<file path="src/rtl/reg_timeout_guard.sv">
// Regbus watchdog: forwards requests unchanged and aborts with an error response
// when the downstream peripheral stalls ready for TimeoutCycles cycles.
package reg_timeout_guard_pkg;
   typedef struct packed {
      logic [31:0] addr;
      logic        write;
      logic [31:0] wdata;
      logic [3:0]  wstrb;
      logic        valid;
   } req_t;

   typedef struct packed {
      logic [31:0] rdata;
      logic        error;
      logic        ready;
   } rsp_t;
endpackage

// state  | meaning
// ACTIVE | transparent pass-through, stall counter running while ready is low
// ABORT  | single cycle: downstream valid masked, error answered upstream
module reg_timeout_guard #(
   parameter int unsigned TimeoutCycles = 256,
   parameter logic [31:0] ErrData       = 32'hBADC_AB1E,
   parameter int unsigned CntWidth      = 8,
   parameter int unsigned AddrWidth     = 32,
   parameter int unsigned DataWidth     = 32,
   parameter type         req_t         = reg_timeout_guard_pkg::req_t,
   parameter type         rsp_t         = reg_timeout_guard_pkg::rsp_t
) (
   input  logic                 clk_i,
   input  logic                 rst_i,
   input  req_t                 req_i,
   output rsp_t                 rsp_o,
   output req_t                 req_o,
   input  rsp_t                 rsp_i,
   output logic                 timeout_o,
   output logic [AddrWidth-1:0] timeout_addr_o,
   output logic [CntWidth-1:0]  timeout_cnt_o,
   input  logic                 timeout_cnt_clr_i,
   output logic                 busy_o
);

   localparam bit          Enabled  = (TimeoutCycles != 0);
   localparam int unsigned StallW   = (TimeoutCycles > 1) ? $clog2(TimeoutCycles) : 1;
   localparam logic [StallW-1:0]    StallMax = StallW'(TimeoutCycles - 1);
   localparam logic [DataWidth-1:0] ErrDataW = DataWidth'(ErrData);

   typedef enum logic {
      ACTIVE = 1'b0,
      ABORT  = 1'b1
   } state_e;

   state_e                state_q;
   logic [StallW-1:0]     stall_q;
   logic                  timeout_q;
   logic [AddrWidth-1:0]  addr_q;
   logic [CntWidth-1:0]   cnt_q;
   logic                  stalled;
   logic                  abort_go;

   assign stalled  = req_i.valid && !rsp_i.ready;
   assign abort_go = Enabled && stalled && (stall_q == StallMax);

   always_ff @(posedge clk_i) begin
      if (rst_i) begin
         state_q   <= ACTIVE;
         stall_q   <= '0;
         timeout_q <= 1'b0;
         addr_q    <= '0;
         cnt_q     <= '0;
      end else begin
         timeout_q <= 1'b0;
         case (state_q)
            ACTIVE: begin
               if (abort_go) begin
                  state_q   <= ABORT;
                  stall_q   <= '0;
                  timeout_q <= 1'b1;
               end else if (Enabled && stalled) begin
                  stall_q <= stall_q + 1'b1;
               end else begin
                  stall_q <= '0;
               end
            end
            ABORT: begin
               state_q <= ACTIVE;
               stall_q <= '0;
               addr_q  <= AddrWidth'(req_i.addr);
               if (cnt_q != '1) cnt_q <= cnt_q + 1'b1;
            end
            default: begin
               state_q <= ACTIVE;
               stall_q <= '0;
            end
         endcase
         // a clear coinciding with an abort takes priority over the increment
         if (timeout_cnt_clr_i) cnt_q <= '0;
      end
   end

   always_comb begin
      req_o = req_i;
      rsp_o = rsp_i;
      if (state_q == ABORT) begin
         req_o.valid = 1'b0;
         rsp_o.ready = 1'b1;
         rsp_o.error = 1'b1;
         rsp_o.rdata = ErrDataW;
      end
   end

   assign busy_o         = req_i.valid && (state_q == ACTIVE);
   assign timeout_o      = timeout_q;
   assign timeout_addr_o = addr_q;
   assign timeout_cnt_o  = cnt_q;

endmodule
</file>
<file path="config.mk">
export PLATFORM = sky130hd
export DESIGN_NAME = reg_timeout_guard
export DESIGN_NICKNAME = d
export VERILOG_FILES = /design/src/rtl/reg_timeout_guard.sv
export SDC_FILE = /design/constraint.sdc
export NUM_CORES = 1
export LEC_CHECK = 0
export ABC_AREA = 1
export CAP_MARGIN = 20
export CORE_AREA = 3 3 98 100
export CTS_CLUSTER_SIZE = 30
export DETAILED_ROUTE_END_ITERATION = 12
export DIE_AREA = 0 0 101 103
export GPL_ROUTABILITY_DRIVEN = 0
export PLACE_DENSITY_LB_ADDON = 0.1
export SETUP_SLACK_MARGIN = 0.2
export SLEW_MARGIN = 30
export SYNTH_ARGS = -nofsm -noshare
export SYNTH_HDL_FRONTEND = slang
export SYNTH_SLANG_ARGS = --single-unit
export TNS_END_PERCENT = 50
</file>
<file path="constraint.sdc">
create_clock -name clk_i -period 2.48 [get_ports clk_i]
set_input_delay 0.62 -clock clk_i [delete_from_list [all_inputs] [get_ports clk_i]]
set_output_delay 0.62 -clock clk_i [all_outputs]
set_load 0.01 [all_outputs]
</file>
==> metrics.csv, run 1 <==
metric,value,unit
CP most frequent cell,clkdlybuf4s50_1,
H-tree depth,2,
GRT overflow,0,
fraction of layout cells with a size suffix above 1,9.05,%
Leakage,0.00191,uW
cell area after layout,4200,sq um
# rows,34,
CTS Hold Bufs,0,
I/O pin cnt,253,
total clock sinks,49,
die area,10400,sq um
placed cells,587,
CP endpoint kind,primary output,
FF+latch area,982,sq um
number of diodes,0,
Final Hold Vio Count,0,
all-layer global routing usage,13.6,%
synthesized flop and latch total,49,
final critical-path required period,2300,ps
Final Skew,5.81,ps
area post-placement,4090,sq um
Post-Synthesis Cells,378,
1st-iter DRT viols,50,
worst-case clock buffer depth,2,
Slew headroom,74.2,%
IO Port Bufs,178,
final setup vio count,0,
Antenna Violating Nets Remaining,0,
Crit path max-delay family,buffers and inverters,
hpwl dp,5920,um
worst vdd ir,0.198,mV
TNS Setup,0,ps
Min-Delay Path Class,reg -> reg,
Pre-antenna DRT Iters,4,
first-pass GRT wire length,11400,um
Max Cap Violations,0,
RSZ-0062 raised after global routing,yes,
CTS tree,built,
worst-path fanout max,1,
# DRC,0,
initial antenna violation count,0,
synth unique cells,29,
largest net degree at the start of global routing,34,
cell with the most instances after synthesis,nor2_1,
Worst path max stage delay,480,ps
worst path cell trace,"clkdlybuf4s50_1, or2_1, clkdlybuf4s50_1",
power per cell area,369,nW/um^2
clk slew on worst S/H paths,80,ps
largest cells by area after synthesis,"dfxtp_1, buf_4, nor2_1",
slowest CP cell,clkdlybuf4s50_1,
f_max,434,MHz
mapped cell area,2700,sq um
syn_nets,487,
sequential area share after synthesis,36.3,%
die width,101,um
fraction of registers with async set/reset,0,%
fillers,882,
CTS Buf Count,5,
via count,2541,
most frequent cells after synthesis,"nor2_1, buf_4, dfxtp_1, o21ai_0, inv_1",
Root Driver,clkbuf_8,
startpoint types,input port,
dominant synthesized flop cell,dfxtp_1,
run status,"finished, final reports clean",
insertion delay to the later sink of the worst-skew pair,290,ps
Core Area,8760,sq um
Final period util,92.9,%
CP bufs+invs,2,
Max Slew Vio Count,0,
final WL,7630,um
Via density,4.28,
number of synthesized flops with an enable pin,0,
Final nets,595,
crit path kind,in -> out,
Multi-input gate area,991,sq um
Slew @ Worst Pin,387,ps
YS warnings,0,
worst hold margin,450,ps
Die H,103,um
vias in the first global route,2330,
worst path arrival time,1680,ps
Yosys top cell area share,36.3,%
Synth area leader,dfxtp_1,
P&R area growth vs syn,55.4,%
syn_area_per_cell,7.14,sq um
post-CTS setup buffers,0,
starting density of the core,30.8,%
"Data required, critical path",1860,ps
non-filler cells in the finished layout,594,
routed length per instance,12.8,um
[cell type report]
| type | count | share of cell area, % |
|---|---|---|
| clock buffers | 7 | 2.06 |
| inverters | 31 | 2.95 |
| multi-input cells | 213 | 23.6 |
| flip-flops and latches | 49 | 23.4 |
| well taps | 108 | 3.22 |
| repair buffers | 186 | 44.7 |
[metrics by stage]
stage	utilization, %	power, uW	setup WS [ps]
floorplan	-	976	885
global placement	46.6	1120	47.1
detailed placement	46.6	1120	43.7
CTS	47.3	1580	104
global route	47.9	1620	140
finish	47.9	1550	176
[report_power, final]
group | internal [uW] | switching, uW
logic | 193 | 96.7
registers | 787 | 0.571
clock network | 222 | 248
total | 1200 | 345
[repair_timing]
item | CTS | global route
endpoints found under the hold margin | 0 | 0
endpoints found under the setup margin | 43 | 39
gates resized for setup | 21 | 19
[flip-flops by register name (all words and copies together) (netlist names)]
register / count
timeout_cnt_o: 8
timeout_addr_o: 32
stall_q: 8
state_q: 1
[worst paths after layout]
kind	start	end	slack [ps]	cells past startpoint
worst max-delay path	rsp_i[31]	rsp_o[31]	180	3
worst min register to register	stall_q[0]	stall_q[0]	450	1
worst min-delay path	stall_q[0]	stall_q[0]	450	1
worst max register to register	stall_q[0]	stall_q[5]	1130	6
[per-layer routing]
metal	track usage, %	part of all wire [%]	vias up	routed length [um]
met1	16.0	39	1125	2960
met2	23.8	52	85	3990
met4	4.50	1.8	0	135
li1	-	-	1310	-
met5	0	0	-	0
met3	3.99	7.1	21	543
[layout by cell type, fill, tap and decap left out, drive strengths merged, types with 10 or more instances in the layout]
master,n
clkdlybuf4s50,139
dfxtp,49
dlygate4sd2,21
dlymetal6s2s,18
inv,31
nand2,29
nand3,10
nor2,101
o21ai,35
or2,21
[kinds of logic (layout without fill, tap and decap cells)]
logic type	after synthesis	after routing	share of synthesized area [%]
simple gates	165	165	26.7
flops	49	49	36.3
compound gates	43	43	8.11
xor+xnor	3	3	0.973
fa+ha+maj	2	2	0.927
buf+inv	116	224	27.0
Power figures use the tool's default switching activity.
==> inputs of run 2 (changes only) <==
GPL_ROUTABILITY_DRIVEN = default   (was 0)
==> results of run 2 <==
The final DEF is identical to that of run 1; final timing and power are the same.
==> inputs of run 3 (changes only) <==
MAX_ROUTING_LAYER = met4   (was default)
==> run 3 against run 2 <==
Effect of this change:
- non-clock buffer count unchanged
- hold slack about the same
- via count about the same
- final cell count unchanged
- sequential share of layout area unchanged
- register-to-register slack about the same
- final area unchanged
- sequential power about the same
- combinational power about the same
- first-iteration DRC count increased by 28%
- fmax about the same
- utilization unchanged
- critical endpoint unchanged
- highest routed layer unchanged
==> metrics.csv, run 3 (synthesis results as in run 1) <==
metric,value,unit,change
Hold Path Depth,1,,unchanged
CTS tree,built,,
CP most frequent cell,clkdlybuf4s50_1,,
H-tree depth,2,,unchanged
post-CTS setup buffers,0,,unchanged
Die H,103,um,unchanged
I/O pin cnt,253,,unchanged
final critical-path required period,2300,ps,+0.00600 ps
CTS Buf Count,5,,unchanged
RSZ-0062 raised after global routing,yes,,
Slew headroom,74.2,%,about the same
startpoint types,input port,,
Int Pwr,1200,uW,about the same
initial antenna violation count,0,,unchanged
fraction of layout cells with a size suffix above 1,9.05,%,unchanged
via count,2540,,-0.039%
f_max,434,MHz,about the same
hold_sp,stall_q[0],,
1st-iter DRT viols,64,,+28%
Resize count post-CTS,21,,unchanged
Via density,4.28,,about the same
Final Hold Vio Count,0,,unchanged
GRT overflow,0,,unchanged
most frequent cells in the layout,"clkdlybuf4s50_1, nor2_1, dfxtp_1",,
Comb power frac,18.7,%,about the same
# rows,34,,unchanged
Slew @ Worst Pin,387,ps,+0.386 ps
Max Cap Violations,0,,unchanged
Seq pwr share,50.9,%,about the same
worst r2r src,stall_q[0],,
die area,10400,sq um,unchanged
starting density of the core,30.8,%,unchanged
die width,101,um,unchanged
Min-Delay Path Class,reg -> reg,,
Max Slew Vio Count,0,,unchanged
first-pass GRT wire length,11500,um,+0.37%
Antenna Violating Nets Remaining,0,,unchanged
WHS Endpoint,stall_q[0],,
pre-CTS WS,43.7,ps,unchanged
crit path kind,in -> out,,
final setup vio count,0,,unchanged
largest net degree at the start of global routing,34,,unchanged
# DRC,0,,unchanged
Sw Share,22.3,%,-0.047 points
routed length per instance,12.9,um,+0.26%
worst setup margin,176,ps,-0.00600 ps
Crit path max-delay family,buffers and inverters,,
placed cells,587,,unchanged
P&R area growth vs syn,55.4,%,unchanged
worst path cell trace,"clkdlybuf4s50_1, or2_1, clkdlybuf4s50_1",,
power per cell area,368,nW/um^2,about the same
hpwl dp,5920,um,unchanged
number of diodes,0,,unchanged
slowest CP cell,clkdlybuf4s50_1,,
run status,"finished, final reports clean",,
insertion delay to the later sink of the worst-skew pair,290,ps,about the same
Final Skew,5.00,ps,-0.807 ps
"Data required, critical path",1860,ps,about the same
CTS Hold Bufs,0,,unchanged
Leakage,0.00191,uW,unchanged
Reg2Reg Depth,6,,unchanged
total clock sinks,49,,unchanged
CP endpoint kind,primary output,,
worst path arrival time,1680,ps,about the same
worst vdd ir,0.197,mV,-0.16%
vias in the first global route,2330,,unchanged
worst-case clock buffer depth,2,,unchanged
clk slew on worst S/H paths,80,ps,about the same
worst-path fanout max,1,,unchanged
non-filler cells in the finished layout,594,,unchanged
switching power total,344,uW,-0.27%
final WL,7650,um,+0.26%
Worst path max stage delay,480,ps,about the same
all-layer global routing usage,14.1,%,+0.47 points
Root Driver,clkbuf_8,,
"commonest non-fill, non-tap cell in the layout",clkdlybuf4s50_1,,
CP bufs+invs,2,,unchanged
Final nets,595,,unchanged
IO Port Bufs,178,,unchanged
Core Area,8760,sq um,unchanged
GP Congestion,0.711,,
Reg2Reg Setup Slack,1130,ps,about the same
Final period util,92.9,%,about the same
fillers,882,,unchanged
Clk pwr share,30.3,%,about the same
TNS Setup,0,ps,unchanged
RR Endpoint,stall_q[5],,
max reg flops,32,,unchanged
Pre-antenna DRT Iters,4,,unchanged
run 3: cell counts in the layout (fill, tap and decap cells not counted):
No cell type changed its count.
run 3: cell type report:
type,instances,area [sq um],share of cell area (%)
multi-input combinational,213,991,23.6
sequential,49,982,23.4
tap,108,135,3.22
clock buffer,7,86.3,2.06
timing repair buffer,186,1880,44.7
inverter,31,124,2.95
run 3: worst max-delay path by stage:
stage / from / to / slack [ps] / cells past startpoint
after floorplan: state_q / rsp_o[0] / 880 / 3
after global placement: req_i[0] / req_o[0] / 50 / 4
after detailed placement: req_i[0] / req_o[0] / 40 / 4
after CTS: rsp_i[33] / rsp_o[33] / 100 / 3
after global routing: state_q / rsp_o[31] / 140 / 3
final: rsp_i[31] / rsp_o[31] / 180 / 3
run 3: routing by layer:
metal / global-route usage, % / up-vias / part of all wire, %
li1: - / 1308 / -
met1: 16.6 / 1125 / 40
met2: 23.7 / 87 / 52
met3: 3.52 / 20 / 6.3
met4: 4.50 / 0 / 1.6
met5: - / - / 0
run 3: power groups by stage:
stage               combinational [uW]  sequential (uW)  clock, uW
floorplan                          170              806          0
global placement                   310              806          0
detailed placement                 311              806          0
CTS                                299              787        494
global route                       311              788        527
finish                             290              787        468
run 3: through the flow:
stage          util (%)  total power [uW]  hold WS [ps]  area (sq um)
5_1_grt            47.9              1620           489          4200
6_report           47.9              1550           450          4200
3_5_place_dp       46.6              1120           438          4090
2_1_floorplan         -               976           418          2700
4_1_cts            47.3              1580           458          4150
3_3_place_gp       46.6              1120           431          4090
